===== src/rtl/des_key_schedule_seq.sv =====
// des_key_schedule_seq: iterative DES key schedule, one PC-2 subkey per handshake,
// in encrypt (K1..K16) or decrypt (K16..K1) order without storing the subkeys.
module des_key_schedule_seq #(
    parameter int KEY_W    = 64,
    parameter int SUBKEY_W = 48
) (
    input  logic                clk,
    input  logic                rst,
    input  logic [KEY_W-1:0]    key_in,
    input  logic                decrypt,
    input  logic                key_valid,
    output logic                key_ready,
    output logic [SUBKEY_W-1:0] subkey,
    output logic [3:0]          subkey_round,
    output logic                subkey_last,
    output logic                subkey_valid,
    input  logic                subkey_ready,
    output logic                busy
);
    if (KEY_W != 64 || SUBKEY_W != 48) begin : g_bad_width
        $error("des_key_schedule_seq: KEY_W must be 64 and SUBKEY_W must be 48");
    end

    localparam int PC1 [56] = '{
        57, 49, 41, 33, 25, 17,  9,  1, 58, 50, 42, 34, 26, 18,
        10,  2, 59, 51, 43, 35, 27, 19, 11,  3, 60, 52, 44, 36,
        63, 55, 47, 39, 31, 23, 15,  7, 62, 54, 46, 38, 30, 22,
        14,  6, 61, 53, 45, 37, 29, 21, 13,  5, 28, 20, 12,  4
    };
    localparam int PC2 [48] = '{
        14, 17, 11, 24,  1,  5,  3, 28, 15,  6, 21, 10,
        23, 19, 12,  4, 26,  8, 16,  7, 27, 20, 13,  2,
        41, 52, 31, 37, 47, 55, 30, 40, 51, 45, 33, 48,
        44, 49, 39, 56, 34, 53, 46, 42, 50, 36, 29, 32
    };

    typedef enum logic {IDLE, RUN} state_t;

    function automatic logic [55:0] pc1(input logic [63:0] k);
        logic [55:0] o;
        o = '0;
        for (int i = 0; i < 56; i++) o[55-i] = k[64-PC1[i]];
        return o;
    endfunction

    function automatic logic [47:0] pc2(input logic [55:0] cd);
        logic [47:0] o;
        o = '0;
        for (int i = 0; i < 48; i++) o[47-i] = cd[56-PC2[i]];
        return o;
    endfunction

    function automatic logic [27:0] rot(input logic [27:0] h, input logic right, input logic two);
        return right ? (two ? {h[1:0], h[27:2]} : {h[0], h[27:1]})
                     : (two ? {h[25:0], h[27:26]} : {h[26:0], h[27]});
    endfunction

    state_t      r_state;
    state_t      w_state_nxt;
    logic [27:0] r_c;
    logic [27:0] r_d;
    logic        r_dec;
    logic [3:0]  r_cnt;
    logic [47:0] r_subkey;
    logic [55:0] w_pc1;
    logic [27:0] w_ld_c;
    logic [27:0] w_ld_d;
    logic [27:0] w_nx_c;
    logic [27:0] w_nx_d;
    logic        w_two;
    logic        w_load;
    logic        w_step;

    assign w_pc1  = pc1(key_in[63:0]);
    assign w_ld_c = decrypt ? w_pc1[55:28] : rot(w_pc1[55:28], 1'b0, 1'b0);
    assign w_ld_d = decrypt ? w_pc1[27:0]  : rot(w_pc1[27:0],  1'b0, 1'b0);
    // Next shift is s(count+2) encrypting, s(16-count) decrypting; both are 1 only at count 0, 7, 14
    assign w_two  = !(r_cnt == 4'd0 || r_cnt == 4'd7 || r_cnt == 4'd14);
    assign w_nx_c = rot(r_c, r_dec, w_two);
    assign w_nx_d = rot(r_d, r_dec, w_two);
    assign w_load = (r_state == IDLE) && key_valid;
    assign w_step = (r_state == RUN) && subkey_ready && (r_cnt != 4'd15);

    always_comb begin
        w_state_nxt = r_state;
        if (w_load) w_state_nxt = RUN;
        if (r_state == RUN && subkey_ready && r_cnt == 4'd15) w_state_nxt = IDLE;
    end

    always_ff @(posedge clk) begin
        if (rst) r_state <= IDLE;
        else     r_state <= w_state_nxt;
    end

    always_ff @(posedge clk) begin
        if (rst) begin
            r_c      <= '0;
            r_d      <= '0;
            r_dec    <= 1'b0;
            r_cnt    <= '0;
            r_subkey <= '0;
        end else if (w_load) begin
            r_c      <= w_ld_c;
            r_d      <= w_ld_d;
            r_dec    <= decrypt;
            r_cnt    <= '0;
            r_subkey <= pc2({w_ld_c, w_ld_d});
        end else if (w_step) begin
            r_c      <= w_nx_c;
            r_d      <= w_nx_d;
            r_cnt    <= r_cnt + 4'd1;
            r_subkey <= pc2({w_nx_c, w_nx_d});
        end
    end

    assign key_ready    = (r_state == IDLE);
    assign subkey_valid = (r_state == RUN);
    assign busy         = (r_state == RUN);
    assign subkey       = r_subkey;
    assign subkey_round = r_dec ? 4'd15 - r_cnt : r_cnt;
    assign subkey_last  = (r_state == RUN) && (r_cnt == 4'd15);
endmodule


===== config.mk =====
export PLATFORM = sky130hd
export DESIGN_NAME = des_key_schedule_seq
export DESIGN_NICKNAME = d
export VERILOG_FILES = /design/src/rtl/des_key_schedule_seq.sv
export SDC_FILE = /design/constraint.sdc
export NUM_CORES = 1
export LEC_CHECK = 0
export BUFFER_PORTS_ARGS = -buffer_cell sky130_fd_sc_hd__buf_2
export CORE_ASPECT_RATIO = 2
export CORE_MARGIN = 3
export CORE_UTILIZATION = 60
export DETAILED_ROUTE_END_ITERATION = 8
export PLACE_DENSITY = 0.95
export SLEW_MARGIN = 15
export SYNTH_ARGS = -nofsm -noshare
export SYNTH_HDL_FRONTEND = slang
export SYNTH_SLANG_ARGS = --single-unit

===== constraint.sdc =====
create_clock -name clk -period 3.2 [get_ports clk]
set_input_delay 0.48 -clock clk [delete_from_list [all_inputs] [get_ports clk]]
set_output_delay 0.48 -clock clk [all_outputs]
set_load 0.1 [all_outputs]

==> impl_metrics.env, run 1 <==
export IMPL_outcome="finished, final reports clean"
export IMPL_ys_seq_elements=62
export IMPL_post_place_cells=864
export IMPL_clkSinkCount=62
export IMPL_r2r_slack_ns=0.78
export IMPL_vias=6022
export IMPL_rr_worst_depth=6
export IMPL_h_tree_depth=3
export IMPL_worstSetupPathType="register to output port"
export IMPL_setup_tns_ns=0
export IMPL_min_period_over_period_pct=76.5
export IMPL_cts_root_buf="clkbuf_16"
export IMPL_critical_path_peak_fanout=6
export IMPL_synth_edf_count=0
export IMPL_slew_violations=0
export IMPL_hold_viol=0
export IMPL_drive_gt1_share_pct=27.2
export IMPL_finalSetupViolations=0
export IMPL_p_leak_nw=3.18
export IMPL_netlist_instances=738
export IMPL_critical_path_top_delay_family="simple AND/OR/NAND/NOR gates"
export IMPL_setup_ws_ns=0.751
export IMPL_worst_r2r_endpoint="r_d[21]"
export IMPL_syn2layout_area_growth_pct=6.33
export IMPL_synth_cell_type_count=31
export IMPL_grt_use_total_pct=28.5
export IMPL_cts_tree="built"
export IMPL_maxCapViolations=0
export IMPL_post_place_ws_ns=0.847
export IMPL_place_area_um2=6100
export IMPL_cts_resized=0
export IMPL_layout_nets=815
export IMPL_coreArea_um2=9760
export IMPL_grt_pass1_wl_um=26600
export IMPL_clkLatencyLatePin_ns=0.34
export IMPL_initial_utilization_pct=61.5
export IMPL_ir_drop_mv=0.358
export IMPL_power_density_nw_per_um2=480
export IMPL_die_w_um=76.8
export IMPL_avgSynthCellArea_um2=8.14
export IMPL_synthesis_nets=810
export IMPL_ys_seq_area_share_pct=20.7
export IMPL_drt_iter0_drc=577
export IMPL_synth_ff_type="dfxtp_1"
export IMPL_fmax_mhz=408
export IMPL_grt_max_degree=113
export IMPL_hold_path_end="busy"
export IMPL_worst_pin_slew_ns=1.13
export IMPL_dieHeight_um=148
export IMPL_slew_headroom_pct=24.9
export IMPL_row_count=51
export IMPL_min_from="subkey_ready"
export IMPL_io_pins=125
export IMPL_gp_congestion=0.827
export IMPL_synth_top_cell_by_area="dfxtp_1"
export IMPL_cts_buffers=9
export IMPL_vias_per_cell=6.85
export IMPL_async_flop_share_pct=0
export IMPL_ctsHoldBuffers=0
export IMPL_hold_path_class="input pin to register"
export IMPL_drt_total_wl_um=16900
export IMPL_crit_arrival_ns=1.97
export IMPL_dr_pass1_iters=5
export IMPL_port_buffer_count=116
export IMPL_cp_slowest_cell="dfxtp_1"
export IMPL_yosys_warnings=0
export IMPL_overflow=0
export IMPL_dpl_hpwl_um=10600
export IMPL_rsz0062_at_grt="no"
export IMPL_cp_end_kind="output port"
export IMPL_die_area_um2=11300
export IMPL_yosysMostFrequentCell="o21ai_0"
export IMPL_startpoint_type="register"
export IMPL_cpPeakStageDelay_ns=0.45
export IMPL_cp_required_ns=2.72
export IMPL_worst_hold_path_num_cells=4
export IMPL_first_global_vias=5671
export IMPL_path_clk_slew_ns=0.05
export IMPL_synth_top_area_share_pct=20.7
export IMPL_path_cells="ha_1 > and3_1 > and2_1 > buf_2"
export IMPL_grt_antenna_before_repair=0
export IMPL_wire_per_inst_um=19.3
export IMPL_fin_crit_ns=2.45
export IMPL_ctsLongestPathBuffers=2
export IMPL_netlist_top_cells_area="dfxtp_1 21%, mux2_2 10%, o211a_1 9.3%, a41oi_1 8.2%, o2bb2ai_1 8.2%"
export IMPL_finClkSkew_ns=0.00546
export IMPL_antennaDiodeCount=0
export IMPL_final_design_area_no_fill_um2=6390
export IMPL_synth_area_um2=6010
export IMPL_critical_path_buf_inv_count=1
export IMPL_fin_cells=879
export IMPL_drc=0
export IMPL_cts_setup_buffers=0
export IMPL_ant_nets=0
export IMPL_synth_common_cells="94 x o21ai_0, 62 x dfxtp_1, 60 x nand2_1, 57 x nand2b_1"
export IMPL_r2r_start="r_cnt[1]"
[area by class of cell]
type	instances	area (µm²)
Sequential cell	62	1240
Clock buffer	15	288
Timing Repair Buffer	127	688
Fill cell	810	3370
Multi-Input combinational cell	540	3990
Inverter	3	11.3
Tap cell	132	165
[worst register-to-register path, cell delays in order (launching register included)]
cell and delay (ns):
dfxtp_1 0.45, ha_1 0.23, and3_2 0.62, buf_4 0.44, o2bb2ai_1 0.19, o21ai_0 0.12, a41oi_1 0.27
[logic make-up after synthesis]
logic type	count (synthesis)	share of synthesized area, %
AND/OR/NAND/NOR	133	11.1
buffers and inverters	136	13.2
adder cells (fa/ha/maj)	3	0.625
multiplexers	58	11.0
AO/OA/AOI/OAI	339	42.3
flip-flops	62	20.7
XOR/XNOR	7	1.02
[per-stage QoR]
step	utilization (%)	hold slack, ns	total power, mW
global placement	62.5	0.537	2.08
detailed placement	62.5	0.554	2.10
floorplan	-	0.524	1.98
finish	65.4	0.466	3.06
CTS	65.4	0.456	3.06
global route	65.4	0.484	3.17
[layer usage]
metal	wire length, µm	GRT usage, %	vias up
li1	-	-	2751
met1	6020	30.5	2857
met2	8990	51.7	340
met3	1120	4.82	74
met4	820	16.6	0
met5	0	0	-
[placed cells by master, fill, tap and decap left out, drive strengths merged]
cell type / count
and2: 2
clkbuf: 15
a21oi: 2
nor2: 3
nor2b: 1
a41oi: 56
mux2i: 2
xnor2: 3
o2bb2ai: 56
nand2b: 57
nor3: 5
and3: 2
mux2: 56
dfxtp: 62
inv: 3
xor2: 4
nand3: 2
o21ai: 113
ha: 3
nor3b: 1
o211a: 56
buf: 127
nand2: 60
o21bai: 56
[sequential cells by signal, summed over array words and instances (netlist names)]
register and count:
r_d 27, r_dec 1, busy 1, r_c 27, subkey 2, r_cnt 4
[worst max path at each step]
| stage | slack (ns) | depth (start not counted) | end | from |
|---|---|---|---|---|
| CTS | 0.75 | 4 | subkey_last | r_cnt[1] |
| floorplan | 0.48 | 4 | subkey_round[3] | r_cnt[3] |
| detailed placement | 0.85 | 6 | r_d[13] | r_cnt[1] |
| global placement | 0.91 | 6 | r_d[9] | r_cnt[1] |
| global route | 0.63 | 6 | r_d[19] | r_cnt[1] |
| finish | 0.75 | 4 | subkey_last | r_cnt[1] |
[report_power, final]
part	switching, mW	internal, mW
Sequential	0.102	0.853
Combinational	0.867	0.281
Clock	0.356	0.605
(Power assumes the default switching activity.)
==> run 2, diff against run 1 <==
--- a/config.mk
+++ b/config.mk
@@ -5,12 +5,13 @@
 export SDC_FILE = /design/constraint.sdc
 export NUM_CORES = 1
 export LEC_CHECK = 0
+export ABC_AREA = 1
 export BUFFER_PORTS_ARGS = -buffer_cell sky130_fd_sc_hd__buf_2
 export CORE_ASPECT_RATIO = 2
 export CORE_MARGIN = 3
-export CORE_UTILIZATION = 60
+export CORE_UTILIZATION = 51
 export DETAILED_ROUTE_END_ITERATION = 8
-export PLACE_DENSITY = 0.95
+export PLACE_DENSITY = 0.9
 export SLEW_MARGIN = 15
 export SYNTH_ARGS = -nofsm -noshare
 export SYNTH_HDL_FRONTEND = slang
==> constraint.sdc (replaced) <==
create_clock -name clk -period 2.11 [get_ports clk]
set_input_delay 0.3165 -clock clk [delete_from_list [all_inputs] [get_ports clk]]
set_output_delay 0.3165 -clock clk [all_outputs]
set_load 0.1 [all_outputs]
==> run 2 against run 1 <==
Net effect:
- area after synthesis decreased by 0.94%
- critical path type is now register to register
- sequential power rose by 49%
- largest cell class unchanged
- routed wire length fell by 3.1%
- critical endpoint is now r_c[20]
- synthesized cell count up 49%
- clock skew grew 0.0016 ns
- first-iteration DRC count shrank 23%
- via count is 12% higher
==> impl_metrics.env, run 2 <==
export IMPL_outcome="finished, final reports clean"
export IMPL_coreArea_um2=11400
export IMPL_gp_congestion=0.864
export IMPL_async_flop_share_pct=0
export IMPL_post_place_cells=1254
export IMPL_ir_drop_mv=0.424
export IMPL_synth_top_cell_by_area="nand2_1"
export IMPL_cpPeakStageDelay_ns=0.35
export IMPL_drt_total_wl_um=16400
export IMPL_synth_cell_type_count=22
export IMPL_synthAdderAreaFrac_pct=0.631
export IMPL_avgSynthCellArea_um2=5.42
export IMPL_setup_ws_ns=0.195
export IMPL_drt_iter0_drc=447
export IMPL_p_int_mw=2.92
export IMPL_grt_max_degree=114
export IMPL_wl_met2_um=8700
export IMPL_synth_ff_type="dfxtp_1"
export IMPL_wire_per_inst_um=12.9
export IMPL_clkLatencyLatePin_ns=0.34
export IMPL_first_global_vias=6329
export IMPL_synth_edf_count=0
export IMPL_syn2layout_area_growth_pct=9.56
export IMPL_synthSimpleGateAreaFrac_pct=37.1
export IMPL_slew_headroom_pct=65.0
export IMPL_worstSetupPathType="register to register"
export IMPL_dpl_hpwl_um=11200
export IMPL_synth_top_area_share_pct=23.2
export IMPL_p_seq_share_pct=27.4
export IMPL_vias_per_cell=5.30
export IMPL_hold_viol=0
export IMPL_final_util_pct=57.4
export IMPL_die_area_um2=13100
export IMPL_synthXorXnorAreaFrac_pct=0.736
export IMPL_maxCapViolations=0
export IMPL_ant_nets=0
export IMPL_p_leak_nw=4.33
export IMPL_overflow=0
export IMPL_power_mw=5.19
export IMPL_netlist_instances=1099
export IMPL_worst_pin_slew_ns=0.528
export IMPL_crit_arrival_ns=2.15
export IMPL_wl_met1_um=5900
export IMPL_netlist_top_cells_area="nand2_1 23%, dfxtp_1 21%, inv_1 13%, o21ai_0 7.9%, buf_4 7.2%"
export IMPL_drc=0
export IMPL_cts_buffers=9
export IMPL_min_period_over_period_pct=90.7
export IMPL_path_cells="ha_1 > nand3_2 > nand2_2 > nand2_2 > buf_12 > o21ai_0 > inv_1 > nand3_1 > nand2_1 > inv_1"
export IMPL_cts_root_buf="clkbuf_16"
export IMPL_fin_cells=1270
export IMPL_finClkSkew_ns=0.00706
export IMPL_synth_common_cells="368 x nand2_1, 205 x inv_1, 94 x o21ai_0, 62 x dfxtp_1, 62 x nand3_1"
export IMPL_row_count=55
export IMPL_ys_seq_area_share_pct=20.9
export IMPL_top_layer="met4"
export IMPL_place_area_um2=6180
export IMPL_clkSinkCount=62
export IMPL_path_clk_slew_ns=0.06
export IMPL_ys_seq_elements=62
export IMPL_rsz0062_at_grt="no"
export IMPL_hold_path_class="input pin to register"
export IMPL_synthesis_nets=1171
export IMPL_startpoint_type="register"
export IMPL_synth_area_um2=5950
export IMPL_clock_power_share_pct=33.2
export IMPL_final_common_cell="nand2_1"
export IMPL_drive_gt1_share_pct=14.6
export IMPL_muxShareOfSynthArea_pct=0
export IMPL_finalSetupViolations=0
export IMPL_synth_compound_area_share_pct=14.7
export IMPL_antennaDiodeCount=0
export IMPL_synth_top_family_by_area="simple AND/OR/NAND/NOR gates"
export IMPL_final_cell_mix="368 x nand2_1, 205 x inv_1, 115 x buf_2"
export IMPL_cts_setup_buffers=0
export IMPL_ctsLongestPathBuffers=2
export IMPL_fmax_mhz=522
export IMPL_initial_utilization_pct=52.4
export IMPL_dieHeight_um=159
export IMPL_post_place_ws_ns=0.237
export IMPL_cp_end_kind="register"
export IMPL_switchingPower_mw=2.27
export IMPL_route_met3_wl_um=1100
export IMPL_cp_required_ns=2.34
export IMPL_fin_crit_ns=1.91
export IMPL_grt_pass1_wl_um=26700
export IMPL_critical_path_peak_fanout=112
export IMPL_cp_slowest_cell="dfxtp_1"
export IMPL_grt_use_total_pct=25.2
export IMPL_top_regs="r_c: 27 flops, r_d: 27 flops, r_cnt: 4 flops"
export IMPL_comb_power_share_pct=39.3
export IMPL_cts_tree="built"
export IMPL_slew_violations=0
export IMPL_dr_pass1_iters=6
export IMPL_yosys_warnings=0
export IMPL_grt_antenna_before_repair=0
export IMPL_layout_nets=1195
export IMPL_swShare_pct=43.8
export IMPL_final_design_area_no_fill_um2=6520
export IMPL_die_w_um=82.4
export IMPL_power_density_nw_per_um2=795
export IMPL_io_pins=125
export IMPL_yosysMostFrequentCell="nand2_1"
export IMPL_vias=6728
export IMPL_port_buffer_count=116
export IMPL_h_tree_depth=3
run 2: cell count changes after synthesis, moves of 12 or more:
cell       delta
nand2_1     +308
inv_1       +202
nand3_1      +60
nand2b_1     -57
a21oi_1      +56
a41oi_1      -56
mux2_2       -56
nand4_1      +56
o211a_1      -56
o21bai_1     -56
o2bb2ai_1    -56
nor2_1       +32
clkbuf_1     -12
run 2: routing by layer:
layer  vias to the layer above  track usage (%)
li1                       3422                -
met1                      2905             26.2
met2                       332             44.2
met3                        69             3.52
met4                         0             17.1
met5                         -                0
run 2: cell type report:
| type | instances | area (µm²) |
|---|---|---|
| well taps | 142 | 178 |
| repair buffers | 135 | 776 |
| fillers | 1123 | 4830 |
| inverters | 207 | 779 |
| flip-flops and latches | 62 | 1240 |
| clock inverters | 7 | 113 |
| multi-input cells | 708 | 3210 |
| clock buffers | 9 | 225 |
run 2: through the flow:
stage / setup TNS [ns] / hold WS (ns)
floorplan: -0.374 / 0.493
global placement: 0 / 0.498
detailed placement: 0 / 0.507
CTS: 0 / 0.311
global route: 0 / 0.323
finish: 0 / 0.315
run 2: final timing paths:
check,from,endpoint,slack (ns),cells after the start
max reg2reg,r_cnt[0],r_c[20],0.20,10
max,r_cnt[0],r_c[20],0.20,10
min,key_valid,busy,0.31,3
min reg2reg,busy,busy,0.51,2
run 2: what timing repair did:
| action | in CTS | in global routing |
|---|---|---|
| hold buffers | 0 | 0 |
| gates resized for setup | 0 | 1 |
| endpoints found under the setup margin | 0 | 1 |
run 2: power by group through the flow:
stage / sequential (mW) / combinational [mW] / clock, mW
6_report: 1.42 / 2.04 / 1.72
5_1_grt: 1.44 / 2.23 / 1.78
4_1_cts: 1.42 / 2.04 / 1.73
3_5_place_dp: 1.44 / 2.03 / 0
3_3_place_gp: 1.44 / 2.00 / 0
2_1_floorplan: 1.42 / 1.83 / 0
run 2: worst max-delay path, delay by kind of cell, from the launching register on:
family | cells | cell delay (ns)
and+or+nand+nor | 5 | 0.53
AOI/OAI and AO/OA | 1 | 0.15
adders and majority gates | 1 | 0.27
DFF | 1 | 0.35
buffers and inverters | 3 | 0.45
run 2: logic make-up after synthesis:
logic type / after synthesis
buffers and inverters: 329
adders and majority gates: 3
xor gates and xnor gates: 5
DFF: 62
AOI/OAI and AO/OA: 174
and+or+nand+nor: 526
==> run 3, diff against run 2 <==
--- a/config.mk
+++ b/config.mk
@@ -7,11 +7,13 @@
 export LEC_CHECK = 0
 export ABC_AREA = 1
 export BUFFER_PORTS_ARGS = -buffer_cell sky130_fd_sc_hd__buf_2
+export CELL_PAD_IN_SITES_DETAIL_PLACEMENT = 1
+export CELL_PAD_IN_SITES_GLOBAL_PLACEMENT = 1
 export CORE_ASPECT_RATIO = 2
 export CORE_MARGIN = 3
-export CORE_UTILIZATION = 51
+export CORE_UTILIZATION = 34
 export DETAILED_ROUTE_END_ITERATION = 8
-export PLACE_DENSITY = 0.9
+export PLACE_DENSITY = 0.91
 export SLEW_MARGIN = 15
 export SYNTH_ARGS = -nofsm -noshare
 export SYNTH_HDL_FRONTEND = slang
==> run 3 against run 2 <==
Net effect:
- global-route usage fell by 3.5 points
- clock power barely moved
- via count rose by 3.2%
- cell count rose by 5.4%
- critical endpoint is now subkey_last
- routed wire length rose by 24%
- count of clock-buffer cells in the layout rose by 4
- power rose by 1.4%
- sequential power barely moved
- register-to-register slack barely moved
- flip-flop and latch count did not move
- highest routed layer unchanged
- worst hold slack improved by 0.017 ns
- critical path type is now register to output port
- largest power group unchanged
==> impl_metrics.env, run 3 (synthesized netlist as in run 2, its figures left out) <==
export IMPL_critical_path_buf_inv_count=1
export IMPL_critical_path_peak_fanout=5
export IMPL_layout_nets=1198
export IMPL_top_regs="r_c: 27 flops, r_d: 27 flops, r_cnt: 4 flops"
export IMPL_ir_drop_mv=0.336
export IMPL_final_util_pct=39.3
export IMPL_hold_path_class="input pin to register"
export IMPL_dpl_hpwl_um=14700
export IMPL_h_tree_depth=3
export IMPL_critical_path_top_delay_family="flip-flops"
export IMPL_overflow=0
export IMPL_top_usage_layer="met2"
export IMPL_drc=0
export IMPL_min_period_over_period_pct=92.3
export IMPL_cts_root_buf="clkbuf_16"
export IMPL_slew_headroom_pct=64.5
export IMPL_die_w_um=99.6
export IMPL_grt_use_total_pct=21.7
export IMPL_clkSinkCount=62
export IMPL_fmax_mhz=514
export IMPL_grt_antenna_before_repair=0
export IMPL_hold_viol=0
export IMPL_holdWs_ns=0.331
export IMPL_multi_input_area_um2=3210
export IMPL_initial_utilization_pct=35.1
export IMPL_r2r_start="r_cnt[1]"
export IMPL_slew_violations=0
export IMPL_startpoint="r_cnt[1]"
export IMPL_vias=6944
export IMPL_met1_usage_pct=21.4
export IMPL_cts_tree="built"
export IMPL_crit_arrival_ns=1.63
export IMPL_coreArea_um2=16900
export IMPL_grt_use_met2_pct=43.3
export IMPL_dieHeight_um=193
export IMPL_path_cells="ha_1 > nand3_2 > nor2_4 > clkbuf_4"
export IMPL_power_mw=5.26
export IMPL_antennaDiodeCount=0
export IMPL_cts_resized=0
export IMPL_syn2layout_area_growth_pct=11.9
export IMPL_drt_total_wl_um=20300
export IMPL_power_density_nw_per_um2=789
export IMPL_drt_iter0_drc=171
export IMPL_setup_tns_ns=0
export IMPL_startpoint_type="register"
export IMPL_filler_cell_count=2432
export IMPL_first_global_vias=7418
export IMPL_io_pins=125
export IMPL_outcome="finished, final reports clean"
export IMPL_maxCapViolations=0
export IMPL_grt_pass1_wl_um=33900
export IMPL_cp_slowest_cell="dfxtp_1"
export IMPL_cts_setup_buffers=0
export IMPL_dr_pass1_iters=4
export IMPL_path_clk_slew_ns=0.06
export IMPL_cts_buffers=9
export IMPL_post_place_cells=1322
export IMPL_fin_crit_ns=1.95
export IMPL_final_cell_mix="368 x nand2_1, 205 x inv_1, 114 x buf_2"
export IMPL_wire_per_inst_um=15.2
export IMPL_fin_cells=1338
export IMPL_use_met3_pct=2.52
export IMPL_ctsHoldBuffers=0
export IMPL_p_leak_nw=4.35
export IMPL_drive_gt1_share_pct=14.8
export IMPL_port_buffer_count=116
export IMPL_regArea_um2=1240
export IMPL_finalSetupViolations=0
export IMPL_row_count=67
export IMPL_ant_nets=0
export IMPL_die_area_um2=19200
export IMPL_min_from="key_valid"
export IMPL_finClkSkew_ns=0.00575
export IMPL_cp_required_ns=1.79
export IMPL_vias_per_cell=5.19
export IMPL_ctsLongestPathBuffers=2
export IMPL_rsz0062_at_grt="no"
export IMPL_cpPeakStageDelay_ns=0.42
export IMPL_worst_pin_slew_ns=0.537
export IMPL_gp_congestion=0.806
export IMPL_grt_max_degree=57
export IMPL_final_common_cell="nand2_1"
export IMPL_cp_end_kind="output port"
export IMPL_clkLatencyLatePin_ns=0.33
export IMPL_worstSetupPathType="register to output port"
[run 3: cell types whose count changed in the layout (fill, tap and decap cells not counted)]
cell / before / now
bufinv_16: 3 / 2
clkbuf_1: 0 / 1
buf_2: 115 / 114
buf_4: 15 / 16
buf_12: 4 / 7
clkinvlp_4: 1 / 0
clkbuf_8: 0 / 3
clkinv_2: 3 / 1
[run 3: routing by layer]
| layer | part of all wire (%) | up-vias |
|---|---|---|
| met4 | 3.6 | 0 |
| met2 | 56 | 179 |
| met3 | 4.0 | 53 |
| li1 | - | 3418 |
| met1 | 36 | 3294 |
| met5 | 0 | - |
[run 3: worst paths after layout]
kind / cells after the start / to / slack (ns)
setup reg to reg: 9 / r_d[2] / 0.19
hold / removal: 3 / busy / 0.33
hold reg to reg: 2 / busy / 0.52
setup / recovery: 4 / subkey_last / 0.16
[run 3: worst reg2reg max path, cell delays in order (launching register included)]
cell and delay, ns:
dfxtp_1 0.42, ha_1 0.28, nand3_2 0.16, nand2_2 0.17, nand2_2 0.11, buf_12 0.20
o21ai_0 0.26, inv_1 0.09, nand2_1 0.09, inv_1 0.04
[run 3: through the flow]
stage                     instance area, µm²  setup slack, ns
after floorplan                         5960          -0.0942
after global placement                  6320            0.353
after detailed placement                6320            0.271
after CTS                               6660           0.0394
after global routing                    6660           0.0492
final                                   6660            0.163
[run 3: final cells by class]
class	instances	area share [%]
Sequential cell	62	18.6
Inverter	207	11.7
Multi-Input combinational cell	708	48.2
Tap cell	207	3.89
Clock buffer	13	4.06
Timing Repair Buffer	138	12.6
Clock inverter	3	0.977
[run 3: power breakdown]
part           leakage (nW)  switching [mW]  internal (mW)
Combinational          3.68            1.63          0.487
Clock                 0.166           0.582           1.13
Sequential            0.513           0.132           1.30
Total                  4.35            2.35           2.91
